$ cat config.mk
export PLATFORM = sky130hd
export DESIGN_NAME = rr_arb_pkt_egress
export DESIGN_NICKNAME = d
export VERILOG_FILES = /design/src/rtl/rr_arb_pkg.sv /design/src/rtl/rr_pick.sv /design/src/rtl/rr_arb_pkt_egress.sv
export SDC_FILE = /design/constraint.sdc
export NUM_CORES = 1
export LEC_CHECK = 0
export ABC_AREA = 1
export CAP_MARGIN = 20
export CORE_MARGIN = 5
export CORE_UTILIZATION = 30
export CTS_BUF_LIST = sky130_fd_sc_hd__clkbuf_8
export DETAILED_ROUTE_END_ITERATION = 7
export HOLD_SLACK_MARGIN = 0.15
export PLACE_DENSITY = 0.77
export SETUP_SLACK_MARGIN = 0.5
export SLEW_MARGIN = 20
export SYNTH_ARGS = -nofsm -noshare
export SYNTH_HDL_FRONTEND = slang
export SYNTH_SLANG_ARGS = --single-unit
$ cat constraint.sdc
create_clock -name clk -period 3.6 [get_ports clk]
set_clock_uncertainty 0.05 [all_clocks]
set_input_delay 0.36 -clock clk [delete_from_list [all_inputs] [get_ports clk]]
set_output_delay 0.36 -clock clk [all_outputs]
set_load 0.02 [all_outputs]
$ cat src/rtl/rr_arb_pkg.sv
// Shared types and helpers for the packet-aware round-robin egress arbiter.
// Index helpers assume at most 32 requesters.
package rr_arb_pkg;

    typedef enum logic {
        IDLE = 1'b0,
        LOCK = 1'b1
    } state_t;

    function automatic int safe_clog2(input int n);
        return (n <= 2) ? 1 : $clog2(n);
    endfunction

    function automatic int onehot2bin(input logic [31:0] oh);
        int idx;
        idx = 0;
        for (int i = 0; i < 32; i++) begin
            if (oh[i]) idx = i;
        end
        return idx;
    endfunction

endpackage

$ cat src/rtl/rr_pick.sv
// Combinational round-robin pick: the lowest request above ptr wins,
// otherwise the lowest request overall.
module rr_pick
    import rr_arb_pkg::*;
#(
    parameter int N     = 7,
    parameter int SRC_W = safe_clog2(N)
) (
    input  logic [N-1:0]     req,
    input  logic [SRC_W-1:0] ptr,
    output logic [N-1:0]     grant,
    output logic [SRC_W-1:0] idx
);

    logic [N-1:0] masked;
    logic [N-1:0] masked_gnt;
    logic [N-1:0] plain_gnt;

    always_comb begin
        masked     = '0;
        masked_gnt = '0;
        plain_gnt  = '0;
        for (int i = 0; i < N; i++) begin
            masked[i] = req[i] && (i > int'(ptr));
        end
        // Scanning downward leaves the lowest set bit as the survivor.
        for (int i = N - 1; i >= 0; i--) begin
            if (masked[i]) begin
                masked_gnt    = '0;
                masked_gnt[i] = 1'b1;
            end
            if (req[i]) begin
                plain_gnt    = '0;
                plain_gnt[i] = 1'b1;
            end
        end
        grant = (|masked) ? masked_gnt : plain_gnt;
        idx   = SRC_W'(onehot2bin(32'(grant)));
    end

endmodule

$ cat src/rtl/rr_arb_pkt_egress.sv
// Packet-aware round-robin egress: holds the grant for a whole packet and
// drives a registered valid/ready output slice tagged with the source index.
module rr_arb_pkt_egress
    import rr_arb_pkg::*;
#(
    parameter  int REQ_NUM = 7,
    parameter  int DW      = 32,
    localparam int SRC_W   = safe_clog2(REQ_NUM)
) (
    input  logic                  clk,
    input  logic                  rst,
    input  logic [REQ_NUM-1:0]    in_valid,
    input  logic [REQ_NUM*DW-1:0] in_data,
    input  logic [REQ_NUM-1:0]    in_last,
    output logic [REQ_NUM-1:0]    in_ready,
    output logic                  out_valid,
    output logic [DW-1:0]         out_data,
    output logic                  out_last,
    output logic [SRC_W-1:0]      out_src,
    input  logic                  out_ready
);

    state_t             state;
    state_t             state_nxt;
    logic [SRC_W-1:0]   ptr;
    logic [SRC_W-1:0]   lock_id;
    logic [REQ_NUM-1:0] pick_grant;
    logic [SRC_W-1:0]   pick_idx;
    logic [SRC_W-1:0]   cur_idx;
    logic               load_en;
    logic               xfer;
    logic               cur_last;
    logic [DW-1:0]      cur_data;

    rr_pick #(
        .N     (REQ_NUM),
        .SRC_W (SRC_W)
    ) u_pick (
        .req   (in_valid),
        .ptr   (ptr),
        .grant (pick_grant),
        .idx   (pick_idx)
    );

    assign load_en = !out_valid || out_ready;

    // in_ready depends only on state, pointer, valids and the output slot.
    always_comb begin
        in_ready = '0;
        cur_idx  = pick_idx;
        if (state == LOCK) begin
            cur_idx           = lock_id;
            in_ready[lock_id] = load_en;
        end else if (load_en) begin
            in_ready = pick_grant;
        end
        if (REQ_NUM == 1) begin
            in_ready = {REQ_NUM{load_en}};
            cur_idx  = '0;
        end
        xfer     = |(in_valid & in_ready);
        cur_last = in_last[cur_idx];
        cur_data = in_data[int'(cur_idx) * DW +: DW];
    end

    always_comb begin
        state_nxt = state;
        case (state)
            IDLE: if (xfer && !cur_last) state_nxt = LOCK;
            LOCK: if (xfer && cur_last)  state_nxt = IDLE;
            default: state_nxt = IDLE;
        endcase
    end

    always_ff @(posedge clk) begin
        if (rst) begin
            state     <= IDLE;
            ptr       <= SRC_W'(REQ_NUM - 1);
            lock_id   <= '0;
            out_valid <= 1'b0;
            out_data  <= '0;
            out_last  <= 1'b0;
            out_src   <= '0;
        end else begin
            state <= state_nxt;
            if (state == IDLE && xfer) begin
                ptr     <= cur_idx;
                lock_id <= cur_idx;
            end
            if (load_en) begin
                out_valid <= xfer;
                if (xfer) begin
                    out_data <= cur_data;
                    out_last <= cur_last;
                    out_src  <= cur_idx;
                end
            end
        end
    end

endmodule

After elaboration in Yosys (flattened, before gate mapping)

Index checks and enable logic that the tools add are counted.

Muxes and demuxes: 30
Reduce and logical (&&, ||, !) cells: 16
$lt $le $gt $ge: 9
Shift operators: 1
Bitwise logic cells: 3

Operator list:

| cell                                                                                | count |
|---|---|
| 224-bit by 9-bit variable part select with 32-bit output                            | 1 |
| 7-bit 2-to-1 mux                                                                    | 16 |
| 7-bit AND                                                                           | 2 |
| 3-bit 2-to-1 mux                                                                    | 4 |
| 1-bit logical AND                                                                   | 10 |
| 3-bit > comparator, first input constant                                            | 3 |
| 3-bit by 4-bit < comparator with 1-bit output, second input constant                | 2 |
| 7-bit OR reduction                                                                  | 1 |
| 2-bit by 3-bit > comparator with 1-bit output, first input constant                 | 2 |
| 6-bit OR reduction                                                                  | 1 |
| 1-bit 2-to-1 mux                                                                    | 5 |
| 2-bit 2-to-1 mux                                                                    | 2 |
| 1-bit binary-select mux with 3-bit select                                           | 1 |
| 1-bit demux with 3-bit select                                                       | 1 |
| 3-bit by 1-bit greater-or-equal comparator with 1-bit output, second input constant | 1 |
| 1-bit by 3-bit > comparator with 1-bit output, first input constant                 | 1 |
| 1-bit logical NOT                                                                   | 2 |
| 1-bit case mux with 2 select lines                                                  | 1 |
| 2-bit AND reduction                                                                 | 1 |
| 1-bit logical OR                                                                    | 1 |
| 1-bit NOT                                                                           | 1 |

Bits of input ports: 241
Register bits: 44

Depth between registers and ports, before layout

Gate-level depths: netlist (run 1).

Depth after elaboration: 22
Mapped depth: 19

By module

A second synthesis (run 1) with hierarchy kept.

Cell total of the unflattened synthesis: 791
Area, all modules: 4364.2 sq um

Modules (own cells, without submodules):

| module            | area an instance (sq um) | times used | cells an instance |
|---|---|---|---|
| rr_arb_pkt_egress | 4071.4                   | 1          | 730 |
| rr_pick           | 292.8                    | 1          | 61 |

Worst setup path before layout (run 1)

No wires, ideal clock.

Path kind: register to register
Start: reg ptr[2]
End: reg lock_id[2]
Setup slack: 1.449 ns
Stages on the path, launching flop included: 14
Library setup time: 0.070 ns
Path buffers: 1
Arrival: 2.032 ns
Period minus slack after synthesis: 2.151 ns
Data required time: 3.480 ns
Cells stage by stage: dfxtp_1 > nor2_2 > nand2_1 > nand2_2 > nor2_4 > nand3_1 > a21oi_1 > nand2_1 > o21ai_1 > nor2_2 > nand2_1 > buf_2 > nand3_1 > a21oi_1

RTL lines:

| element                       | RTL line                | source |
|---|---|---|
| start, declared               | rr_arb_pkt_egress.sv:25 | `logic [SRC_W-1:0] ptr;` |
| start signal, assigned        | rr_arb_pkt_egress.sv:78 | `ptr <= SRC_W'(REQ_NUM - 1);` |
| start signal, assigned        | rr_arb_pkt_egress.sv:87 | `ptr <= cur_idx;` |
| 3-bit > comparator            | rr_pick.sv:24           | `masked[i] = req[i] && (i > int'(ptr));` |
| 1-bit logical AND             | rr_pick.sv:24           |  |
| 7-bit 2-to-1 mux (5 in a row) | rr_pick.sv:28           | `if (masked[i]) begin` |
| 7-bit 2-to-1 mux (*)          | rr_pick.sv:37           | `grant = (\|masked) ? masked_gnt : plain_gnt;` |
| 7-bit 2-to-1 mux (*)          | rr_arb_pkt_egress.sv:54 | `end else if (load_en) begin` |
| 7-bit 2-to-1 mux (*)          | rr_arb_pkt_egress.sv:51 | `if (state == LOCK) begin` |
| via in_ready[5]               | rr_arb_pkt_egress.sv:15 | `output logic [REQ_NUM-1:0] in_ready,` |
| 7-bit AND (*)                 | rr_arb_pkt_egress.sv:61 | `xfer = \|(in_valid & in_ready);` |
| 7-bit OR reduction (*)        | rr_arb_pkt_egress.sv:61 |  |
| 1-bit logical AND (*)         | rr_arb_pkt_egress.sv:86 | `if (state == IDLE && xfer) begin` |
| end signal, assigned          | rr_arb_pkt_egress.sv:88 | `lock_id <= cur_idx;` |
| end, declared                 | rr_arb_pkt_egress.sv:26 | `logic [SRC_W-1:0] lock_id;` |

Mark *: on every way through the listed nets, which the timed path passes. The rest lies on a longest branch.
A chain may end at the register's enable or synchronous reset.

Worst setup path after layout (run 1)

Start: in in_valid[1]
End: out in_ready[2]

Longest elaborated chain between the ends: 5

RTL lines:

| element                                               | RTL line                     | source |
|---|---|---|
| start, declared                                       | rr_arb_pkt_egress.sv:12      | `input logic [REQ_NUM-1:0] in_valid,` |
| 1-bit logical AND or 7-bit 2-to-1 mux (tied branches) | rr_pick.sv:24, rr_pick.sv:32 |  |
| 6-bit OR reduction, or another cell as far along      | rr_pick.sv:37                |  |
| 7-bit 2-to-1 mux (*)                                  | rr_pick.sv:37                |  |
| 7-bit 2-to-1 mux (*)                                  | rr_arb_pkt_egress.sv:54      |  |
| 7-bit 2-to-1 mux (*)                                  | rr_arb_pkt_egress.sv:51      |  |
| end, declared                                         | rr_arb_pkt_egress.sv:15      |  |

Mark *: on every way between the ends. The rest lies on a longest branch, timed or not.

==> key figures, run 1 <==
Worst hold path
  • Worst Hold Class: reg2reg
  • Hold path cells: 2
  • Hold Path Sink: lock_id[2]
  • Worst min-delay path startpoint: lock_id[2]

Timing
  • Final Hold Fails: 0
  • Fin crit share: 77.9%
  • Pins over their slew limit: 0
  • Final Critical Period: 2800 ps
  • RSZ-0062 raised after global routing: false
  • Final setup vio count: 0
  • Headroom to the max-slew limit: around half
  • Setup TNS: 0 ps
  • Slew at the pin closest to its max-slew limit: 755 ps
  • Max Clk Rate: 357 MHz

GRT
  • Largest net degree at the start of global routing: 101
  • Initial antenna violation count: 0
  • Remaining Overflow, GRT: 0
  • First-pass GRT wire length: between 30,000 and 40,000 µm
  • Vias in the first global route: 6,206
  • Global-route usage over all layers: 22.5%

Clock tree
  • Clock Latency Late Sink: about 300 ps
  • H-tree Lvls: 2
  • Clock tree buffer depth: 2
  • Num CTS Buffers: 5
  • CTS root buffer: clkbuf_8
  • Hold-fix buffers at CTS: 0
  • TritonCTS clock tree: yes
  • Reg clk slew, reported paths: 80 ps
  • Post_cts resized: 0
  • Postcts setup bufs: 0
  • CTS sink cnt: 43

Power
  • Max VDD drop: 0.000732 V
  • Static Leak: 4.01 nW
  • Power per cell area: 843 nW/µm²
  • Total power: 6.58 mW

Final layout
  • Most frequent cells in the layout: nand3_1, clkdlybuf4s50_1, nand2_1
  • Share of cells above drive strength 1: 3.27%
  • Most common cell after layout, fill and taps aside: nand3_1
  • Area added between synthesis and finish: 63.1%
  • Layout Nets: 1,404
  • ANT cells: 0
  • Number of fill cells: ~1.7k
  • Finished Core Util: 49.5%
  • Final cell count without fillers: 1,378

Routing
  • Drt total wl: 21,900 µm
  • 1st-iter DRT viols: around 550
  • Via-to-Cell Ratio: 4.87
  • Via count: about 6.7k
  • Total iterations of the first detailed-routing run: 6
  • DRC viols: 0
  • Wirelength per Cell: 15.9 µm
  • Antenna-violating nets left: 0

Synth
  • Cell Area, Synth: between 4000 and 5000 µm²
  • Yosys warning count: 0
  • Cell count after synthesis: 924
  • Synth top area share: a little over a third
  • Ranking of synthesized cells by area: nand3_1, nand2_1, dfxtp_1
  • Synth area leader: nand3_1
  • Seq cells post-synth: 43
  • Syn_nets: 1,165
  • Mean area per synthesized cell: 5.18 µm²
  • Post-synthesis sequential area ratio: between 15 and 20%
  • Count of different cell masters after synthesis: 28

Setup path
  • Reg2Reg Setup Slack: 880 ps
  • Reg-to-reg endpoint: out_data[13]
  • Cell mode on critical path: nand2_1
  • CP cell instances: clkdlybuf4s50_1, inv_1, nor2_1, nand2_1, nand2_2, nor2_4, nand2_1, o21ai_1, inv_1, nand2_1, nand2_1, inv_1, clkdlybuf4s50_1
  • Critical path type: in2out
  • Element type at the critical path start: input pin
  • Worst setup EP type: output port
  • Required time of the critical path: roughly 3200 ps
  • CP max FO: 8
  • Reg2Reg Depth: 16
  • RR Startpoint: ptr[0]
  • CP peak stage delay: 610 ps
  • Arrival time at the worst endpoint: 2390 ps
  • Critical-path top delay cell: clkdlybuf4s50_1

Outcome
  • Outcome: completed

Floorplanning
  • Core area: 15,800 µm²
  • Die height: roughly 140 µm
  • Initial Util: a little under a third
  • Die ar.: ~19,000 µm²
  • Io pins: 285
  • Die width: 136 µm
  • FP Rows: 46

Place
  • HPWL after detailed placement: 16,800 µm
  • Port bufs: 284
  • GP Congestion: 0.916
  • Post-Place Cells: around 1.4k

Job
  • Max Cap Viol: 0
-- worst max path at each step --
stage,startpoint,end,slack (ps)
after floorplan,ptr[2],lock_id[2],1450
after global placement,in_valid[1],out_data[18],520
after detailed placement,in_valid[1],out_data[18],560
after CTS,in_valid[1],in_ready[2],790
after global routing,in_valid[0],out_data[25],570
final,in_valid[1],in_ready[2],800
-- sequential cells by signal, summed over array words and instances, names as in the netlist, named ones only --
name / flops
out_data: 32
out_src: 3
ptr: 3
lock_id: 2
out_last: 1
out_valid: 1
-- synthesized netlist by cell type --
library cell    n
nor3_1          1
nor2_4          1
nand3_1       336
nand3_2         2
or2_1           1
buf_4          10
o21bai_1        1
o22ai_1         1
or2_2           2
nor2_2          4
o211ai_1        1
buf_2          31
and3_1          1
inv_2           4
buf_1           4
dfxtp_1        43
o21ai_0         8
buf_6           3
clkbuf_1       20
a21oi_1         9
nand2_4         1
and3b_1         1
nand2_2         3
nand4_1         1
o21ai_1         5
nor2_1         15
inv_1         159
nand2_1       256
-- critical path, delay by kind of cell --
| family | cells | cell delay (ps) |
|---|---|---|
| compound gates | 1 | 160 |
| buf+inv | 5 | 1250 |
| simple gates | 7 | 630 |
-- logic make-up (layout without fill, tap and decap cells) --
family,Yosys count,in the layout,synth area share (%)
DFF,43,43,18.0
and+or+nand+nor,625,625,59.1
AOI/OAI and AO/OA,25,25,2.74
buffers and inverters,231,469,20.2
-- per-stage QoR --
stage               hold WS, ps  cell area [µm²]  setup slack, ps
floorplan                   379             4790             1450
global placement            434             7740              518
detailed placement          449             7740              555
CTS                         467             7810              794
global route                513             7810              569
finish                      471             7810              797
-- final cells by class --
cell class	instances	area [µm²]	share of cell area, %
clock buffers	5	68.8	0.881
inverters	163	612	7.83
flip-flops and latches	43	861	11.0
clock inverters	1	3.75	0.0481
repair buffers	300	3010	38.6
multi-input cells	650	2980	38.2
well taps	216	270	3.46
-- power by group --
part / switching, mW / internal (mW) / leakage, nW
combinational: 3.56 / 1.94 / 3.61
clock: 0.172 / 0.127 / 0.0413
sequential: 0.129 / 0.657 / 0.355
-- per-layer routing --
metal | up-vias | global-route usage, % | wire length [µm]
li1 | 3394 | - | -
met1 | 2950 | 30.2 | 9350
met2 | 315 | 34.7 | 9540
met3 | 50 | 6.03 | 2240
met4 | 0 | 7.56 | 792
met5 | - | 0 | 0
No activity file was read; power rests on OpenSTA's default activity.
==> inputs of run 2 (changes only) <==
--- a/config.mk
+++ b/config.mk
@@ -12,7 +12,7 @@
 export CTS_BUF_LIST = sky130_fd_sc_hd__clkbuf_8
 export DETAILED_ROUTE_END_ITERATION = 7
 export HOLD_SLACK_MARGIN = 0.15
-export PLACE_DENSITY = 0.77
+export PLACE_DENSITY = 0.79
 export SETUP_SLACK_MARGIN = 0.5
 export SLEW_MARGIN = 20
 export SYNTH_ARGS = -nofsm -noshare
==> constraint.sdc (replaced) <==
create_clock -name clk -period 2.53 [get_ports clk]
set_clock_uncertainty 0.05 [all_clocks]
set_input_delay 0.253 -clock clk [delete_from_list [all_inputs] [get_ports clk]]
set_output_delay 0.253 -clock clk [all_outputs]
set_load 0.02 [all_outputs]
==> run 2 against run 1 <==
Global-route usage up 1.8 points. Final cell count increased by 6.0%. Non-clock buffer count up 78. Die area is the same. Largest cell class unchanged.
==> key figures, run 2 (synthesis gave the netlist of run 1 again) <==
Final layout
  • Biggest regs: out_data: 32 flops, out_src: 3 flops, ptr: 3 flops
  • Area added between synthesis and finish: 101%
  • Most common cell after layout, fill and taps aside: clkdlybuf4s50_1
  • Design Area, Final: 9630 µm² (+23%)
  • Share of cells above drive strength 1: 22.1% (+19 points)
  • Layout Nets: 1,482 (+5.6%)
  • Number of flip-flops in the largest register: 32 (unchanged)
  • Most frequent cells in the layout: clkdlybuf4s50_1, nand3_1, nand2_1
  • Finished Core Util: 61.1% (+12 points)
  • Largest reg by FF count: out_data
  • Final cell count without fillers: 1,460 (+6.0%)

Power
  • Static Leak: 4.85 nW (+21%)
  • Max VDD drop: 0.000816 V (+12%)
  • Combinational share of power: 88.6% (+5.1 points)
  • Pint: 6.74 mW (+150%)
  • Net Sw Power: 7.20 mW (+87%)
  • Power per cell area: 1450 nW/µm² (+72%)
  • Clock power frac: 3.2% (-1.3 points)
  • Reg power frac: 8.2% (-3.7 points)
  • Total power: 13.9 mW (+110%)
  • Switching Fraction: 51.7% (-6.9 points)

Worst hold path
  • Worst Hold Class: reg2reg
  • Hold path cells: 2 (unchanged)

Setup path
  • Critical path type: reg2reg
  • Crit path capture: out_data[23]
  • Required time of the critical path: 2690 ps (-500 ps)
  • Reg2Reg Setup Slack: 220 ps (-660 ps)
  • Arrival time at the worst endpoint: 2470 ps (+80 ps)
  • CP max FO: 11 (+3)
  • RR Startpoint: ptr[2]
  • CP startpoint: ptr[2]
  • Element type at the critical path start: flip-flop
  • Reg-to-reg endpoint: out_data[23]
  • Worst setup EP type: flip-flop
  • Reg2Reg Depth: 17 (+1)

Routing
  • Drt total wl: 25,900 µm (+18%)
  • Antenna-violating nets left: 0 (unchanged)
  • 1st-iter DRT viols: 608 (+9.9%)
  • Via count: 7,422 (+11%)
  • DRC viols: 0 (unchanged)
  • Via-to-Cell Ratio: 5.08 (+4.4%)
  • Total iterations of the first detailed-routing run: 5 (-1)
  • Wirelength per Cell: 17.8 µm (+12%)

Clock tree
  • Num CTS Buffers: 5 (unchanged)
  • Clock tree buffer depth: 2 (unchanged)
  • Reg clk slew, reported paths: 90 ps (about the same)
  • CTS sink cnt: 43 (unchanged)
  • CTS root buffer: clkbuf_8
  • Clock Latency Late Sink: 300 ps (about the same)
  • Hold-fix buffers at CTS: 0 (unchanged)
  • TritonCTS clock tree: yes
  • H-tree Lvls: 2 (unchanged)

Timing
  • RSZ-0062 raised after global routing: true
  • Max Clk Rate: 433 MHz
  • Fin crit share: about 91%
  • Final setup vio count: 0 (unchanged)
  • Headroom to the max-slew limit: 56.8% (+7.2 points)
  • Pins over their slew limit: 0 (unchanged)
  • Final Hold Fails: 0 (unchanged)
  • Final Critical Period: approximately 2300 ps
  • Slew at the pin closest to its max-slew limit: 648 ps (-107 ps)

Place
  • Post-Place Cells: 1,417 (+3.3%)
  • DP Area: 8190 µm² (+5.9%)
  • HPWL after detailed placement: 17,700 µm (+5.3%)
  • GP Congestion: 0.906 (-1.1%)
  • Port bufs: 284 (unchanged)

Floorplanning
  • Core area: 15,800 µm² (unchanged)
  • Initial Util: 30.4% (unchanged)
  • Die ar.: 18,600 µm² (unchanged)
  • Die height: 136 µm (unchanged)
  • Die width: 136 µm (unchanged)
  • Io pins: 285 (unchanged)
  • FP Rows: 46 (unchanged)

GRT
  • Initial antenna violation count: 2 (+2)
  • Largest net degree at the start of global routing: 81 (-20%)
  • First-pass GRT wire length: 35,800 µm (+7.4%)
  • Vias in the first global route: 6,773 (+9.1%)
  • Remaining Overflow, GRT: 0 (unchanged)
  • Global-route usage over all layers: 24.2% (+1.8 points)

Job
  • Max Cap Viol: 0 (unchanged)

Outcome
  • Outcome: completed
==> run 2: cell count changes in the layout (fill, tap and decap cells not counted), moves of 15 or more <==
cell and change:
buf_12 +15, nand2_2 +53, nand2_1 -64, buf_4 +30, nand3_1 -65, buf_6 +18
nand3_2 +64
==> run 2: worst max-delay path, stage by stage (launching register included) <==
cell and delay [ps]:
dfxtp_4 380, inv_2 70, nand3_2 100, buf_4 150, or2_1 260, nand2_4 110, nor2_4 50, nand3_4 110
buf_8 170, buf_12 120, buf_16 130, nand3_1 100, nand3_1 120, nand2_1 70, nand2_1 70, nand3_1 80
nand2_1 60, inv_1 40
==> run 2: final cells by class <==
cell class                      instances  area (µm²)
Antenna cell                            2        5.00
Clock buffer                            5        68.8
Clock inverter                          3        15.0
Fill cell                            1451        6140
Inverter                              163         631
Multi-Input combinational cell        650        3590
Sequential cell                        43         876
Tap cell                              216         270
Timing Repair Buffer                  378        4170
==> run 2: power by group through the flow <==
stage | clock network [mW] | logic [mW] | registers (mW)
2_1_floorplan | 0 | 5.23 | 1.30
3_3_place_gp | 0 | 8.78 | 1.11
3_5_place_dp | 0 | 8.84 | 1.11
4_1_cts | 0.461 | 10.1 | 1.12
5_1_grt | 0.492 | 13.2 | 1.16
6_report | 0.453 | 12.3 | 1.14
==> run 2: per-layer routing <==
metal | global-route usage [%] | part of all wire, %
met5 | 0 | 0
met3 | 5.37 | 10
met2 | 40.1 | 47
met1 | 31.2 | 39
met4 | 8.17 | 3.9
==> run 2: worst min-delay path by stage <==
stage,end,start
after floorplan,lock_id[1],rst
after global placement,out_src[2],out_src[2]
after detailed placement,lock_id[2],lock_id[2]
after CTS,lock_id[2],lock_id[2]
after global routing,lock_id[2],lock_id[2]
final,out_src[2],out_src[2]
==> run 2: stage by stage <==
stage / setup slack, ps / TNS (ps) / hold slack [ps]
2_1_floorplan: 495 / 0 / 272
3_3_place_gp: -100 / -1210 / 429
3_5_place_dp: -126 / -3130 / 441
4_1_cts: 363 / 0 / 450
5_1_grt: 114 / 0 / 482
6_report: 222 / 0 / 442
==> run 2: what timing repair did <==
action | in CTS | in global routing
setup endpoints to repair | 50 | 50
buffers inserted | 6 | 10
resized for setup | 88 | 163
gates cloned | 7 | 10
pin swaps | 31 | 58
==> inputs of run 3 (changes only) <==
--- a/config.mk
+++ b/config.mk
@@ -8,11 +8,11 @@
 export ABC_AREA = 1
 export CAP_MARGIN = 20
 export CORE_MARGIN = 5
-export CORE_UTILIZATION = 30
+export CORE_UTILIZATION = 36
 export CTS_BUF_LIST = sky130_fd_sc_hd__clkbuf_8
 export DETAILED_ROUTE_END_ITERATION = 7
 export HOLD_SLACK_MARGIN = 0.15
-export PLACE_DENSITY = 0.79
+export PLACE_DENSITY = 0.91
 export SETUP_SLACK_MARGIN = 0.5
 export SLEW_MARGIN = 20
 export SYNTH_ARGS = -nofsm -noshare
==> run 3 against run 2 <==
The flow now finishes with violations (DRC). Total power shrank 0.92%. Die area decreased by 15%. Wire length grew 1.6%. First-iteration DRC count is 40% higher. Maximum frequency is 0.69% higher. Clock power up 32%. Utilization is 11 points higher. Via count up 3.4%. Sequential power barely moved. Hold slack better by 33 ps. Combinational power barely moved. Register-to-register slack better by 20 ps. Highest routed layer unchanged.
==> key figures, run 3 (synthesis gave the netlist of run 1 again) <==
Outcome
  • Outcome: complete, but fails checks
  • Failing checks: DRC

Clock tree
  • Clock tree buffer depth: 2 (unchanged)
  • Reg clk slew, reported paths: 100 ps (about the same)
  • CTS root buffer: clkbuf_8
  • Num CTS Buffers: 5 (unchanged)
  • CTS sink cnt: 43 (unchanged)
  • H-tree Lvls: 2 (unchanged)
  • TritonCTS clock tree: yes
  • Clock Latency Late Sink: 310 ps (about the same)

Timing
  • Setup TNS: 0 ps (unchanged)
  • Fin worst setup slack: 237 ps (+15.7 ps)
  • Final setup vio count: 0 (unchanged)
  • Final Critical Period: 2290 ps (-15.7 ps)
  • RSZ-0062 raised after global routing: true
  • Pins over their slew limit: 0 (unchanged)
  • Slew at the pin closest to its max-slew limit: 740 ps (+91.9 ps)
  • Final Hold Fails: 0 (unchanged)
  • Fin crit share: 90.6% (-0.62 points)
  • Max Clk Rate: 436 MHz (+0.69%)
  • Headroom to the max-slew limit: 50.7% (-6.1 points)

Final layout
  • Biggest regs: out_data: 32 flops, out_src: 3 flops, ptr: 3 flops
  • Storage element area: 876 µm² (unchanged)
  • Largest reg by FF count: out_data
  • Share of cells above drive strength 1: 18.5% (-3.6 points)
  • Layout Nets: 1,470 (-0.81%)
  • Area occupied by multi-input gates: 3520 µm² (-2.0%)
  • Finished Core Util: 72.2% (+11 points)
  • Area added between synthesis and finish: 98.1%
  • Number of fill cells: 1,005 (-31%)
  • Number of flip-flops in the largest register: 32 (unchanged)
  • Most common cell after layout, fill and taps aside: clkdlybuf4s50_1
  • Most frequent cells in the layout: clkdlybuf4s50_1, nand3_1, nand2_1

Routing
  • Drt total wl: 26,400 µm (+1.6%)
  • Total iterations of the first detailed-routing run: 8 (+3)
  • Via-to-Cell Ratio: 5.45 (+7.3%)
  • DRC viols: 1 (+1)
  • 1st-iter DRT viols: 850 (+40%)
  • Antenna-violating nets left: 0 (unchanged)
  • Via count: 7,672 (+3.4%)
  • Wirelength per Cell: 18.7 µm (+5.5%)

Power
  • Total power: 13.8 mW (-0.92%)
  • Max VDD drop: 0.00100 V (+22%)
  • Static Leak: 4.78 nW (-1.5%)
  • Power per cell area: 1460 nW/µm² (+0.59%)

Place
  • HPWL after detailed placement: 17,000 µm (-4.0%)
  • Port bufs: 284 (unchanged)
  • GP Congestion: 0.933 (+3.0%)
  • Post-placement setup slack: -154 ps (-27.6 ps)

GRT
  • Vias in the first global route: 7,089 (+4.7%)
  • First-pass GRT wire length: 37,400 µm (+4.4%)
  • Largest net degree at the start of global routing: 57 (-30%)
  • Initial antenna violation count: 1 (-1)
  • Remaining Overflow, GRT: 0 (unchanged)
  • Global-route usage over all layers: 29.2% (+4.9 points)

Setup path
  • CP peak stage delay: 390 ps (about the same)
  • Required time of the critical path: 2700 ps (about the same)
  • CP cell instances: nor2_4, nand2_2, nand2_4, nor2_4, nand3_2, nand2_4, nor2_4, nand3_4, buf_12, buf_12, clkbuf_16, nand3_1, nand3_2, nand3_1, nand3_1, nand2_1, inv_1
  • CP startpoint: ptr[1]
  • CP max FO: 8 (-3)
  • Worst path depth: 17 (unchanged)
  • Crit path capture: out_data[9]
  • Reg2Reg Setup Slack: 240 ps (+20 ps)
  • Element type at the critical path start: flip-flop
  • Worst Path Buf+Inv: 4 (-2)
  • Arrival time at the worst endpoint: 2460 ps (about the same)
  • Reg2Reg Depth: 17 (unchanged)
  • Family with the most delay on the worst path: simple AND/OR/NAND/NOR gates
  • RR Startpoint: ptr[1]
  • Reg-to-reg endpoint: out_data[9]
  • Worst setup EP type: flip-flop
  • Critical-path top delay cell: dfxtp_4
  • Critical path type: reg2reg

Worst hold path
  • Worst Hold Class: reg2reg

Floorplanning
  • Initial Util: 36.4% (+6.1 points)
  • Die height: 125 µm (-8.1%)
  • Io pins: 285 (unchanged)
  • FP Rows: 42 (-8.7%)
  • Die ar.: 15,700 µm² (-15%)
  • Die width: 125 µm (-8.1%)
  • Core area: 13,100 µm² (-17%)

Job
  • Max Cap Viol: 0 (unchanged)
==> run 3: changes by cell type in the layout (fill, tap and decap cells not counted), sizes merged, moves of 2 or more <==
cell	change
buf	-10
clkdlybuf4s50	-2
dlygate4sd2	+3
clkinv	-2
==> run 3: layer usage <==
layer / wire, µm / global-route usage [%] / share of wire [%] / vias up
met1: 9930 / 37.1 / 38 / 3502
met2: 12600 / 48.3 / 48 / 523
met3: 2800 / 6.74 / 11 / 92
li1: - / - / - / 3555
met4: 1050 / 10.8 / 4.0 / 0
met5: 0 / 0 / 0 / -
==> run 3: how the worst min path moves through the flow <==
stage                     startpoint         end  slack [ps]  depth (start not counted)
after global placement    lock_id[2]  lock_id[2]         440                          2
after floorplan                  rst  lock_id[1]         270                          1
final                     lock_id[2]  lock_id[2]         480                          2
after global routing      lock_id[2]  lock_id[2]         510                          2
after detailed placement  lock_id[1]  lock_id[1]         450                          2
after CTS                 lock_id[1]  lock_id[1]         470                          2
==> run 3: stage by stage <==
step	hold slack (ps)	cell area, µm²	instances
2_1_floorplan	272	4790	924
3_3_place_gp	441	8050	1361
3_5_place_dp	452	8050	1361
4_1_cts	468	8860	1393
5_1_grt	513	9480	1407
6_report	475	9480	1407
==> run 3: layout make-up <==
type / instances / area share, %
flip-flops and latches: 43 / 9.23
diodes: 1 / 0.0264
well taps: 176 / 2.32
inverters: 163 / 6.66
repair buffers: 366 / 43.4
clock inverters: 2 / 0.369
multi-input cells: 650 / 37.1
clock buffers: 6 / 0.871
==> run 3: timing repair <==
action                                  4_1_cts  5_1_grt
resized for setup                           113      101
buffers inserted                             13        6
endpoints found under the setup margin       50       50
cloned                                       11        7
hold buffers                                  0        0
pin swaps                                    29       38
==> run 3: worst register-to-register path: cells and delay by family (launching register included) <==
kind / cells / cell delay, ps
buffers and inverters: 4 / 540
DFF: 1 / 390
and+or+nand+nor: 13 / 1210
==> run 3: report_power, final <==
| group | internal (mW) | switching [mW] | leakage (nW) |
|---|---|---|---|
| registers | 0.950 | 0.199 | 0.357 |
| clock network | 0.321 | 0.278 | 0.0612 |
| logic | 5.40 | 6.67 | 4.36 |
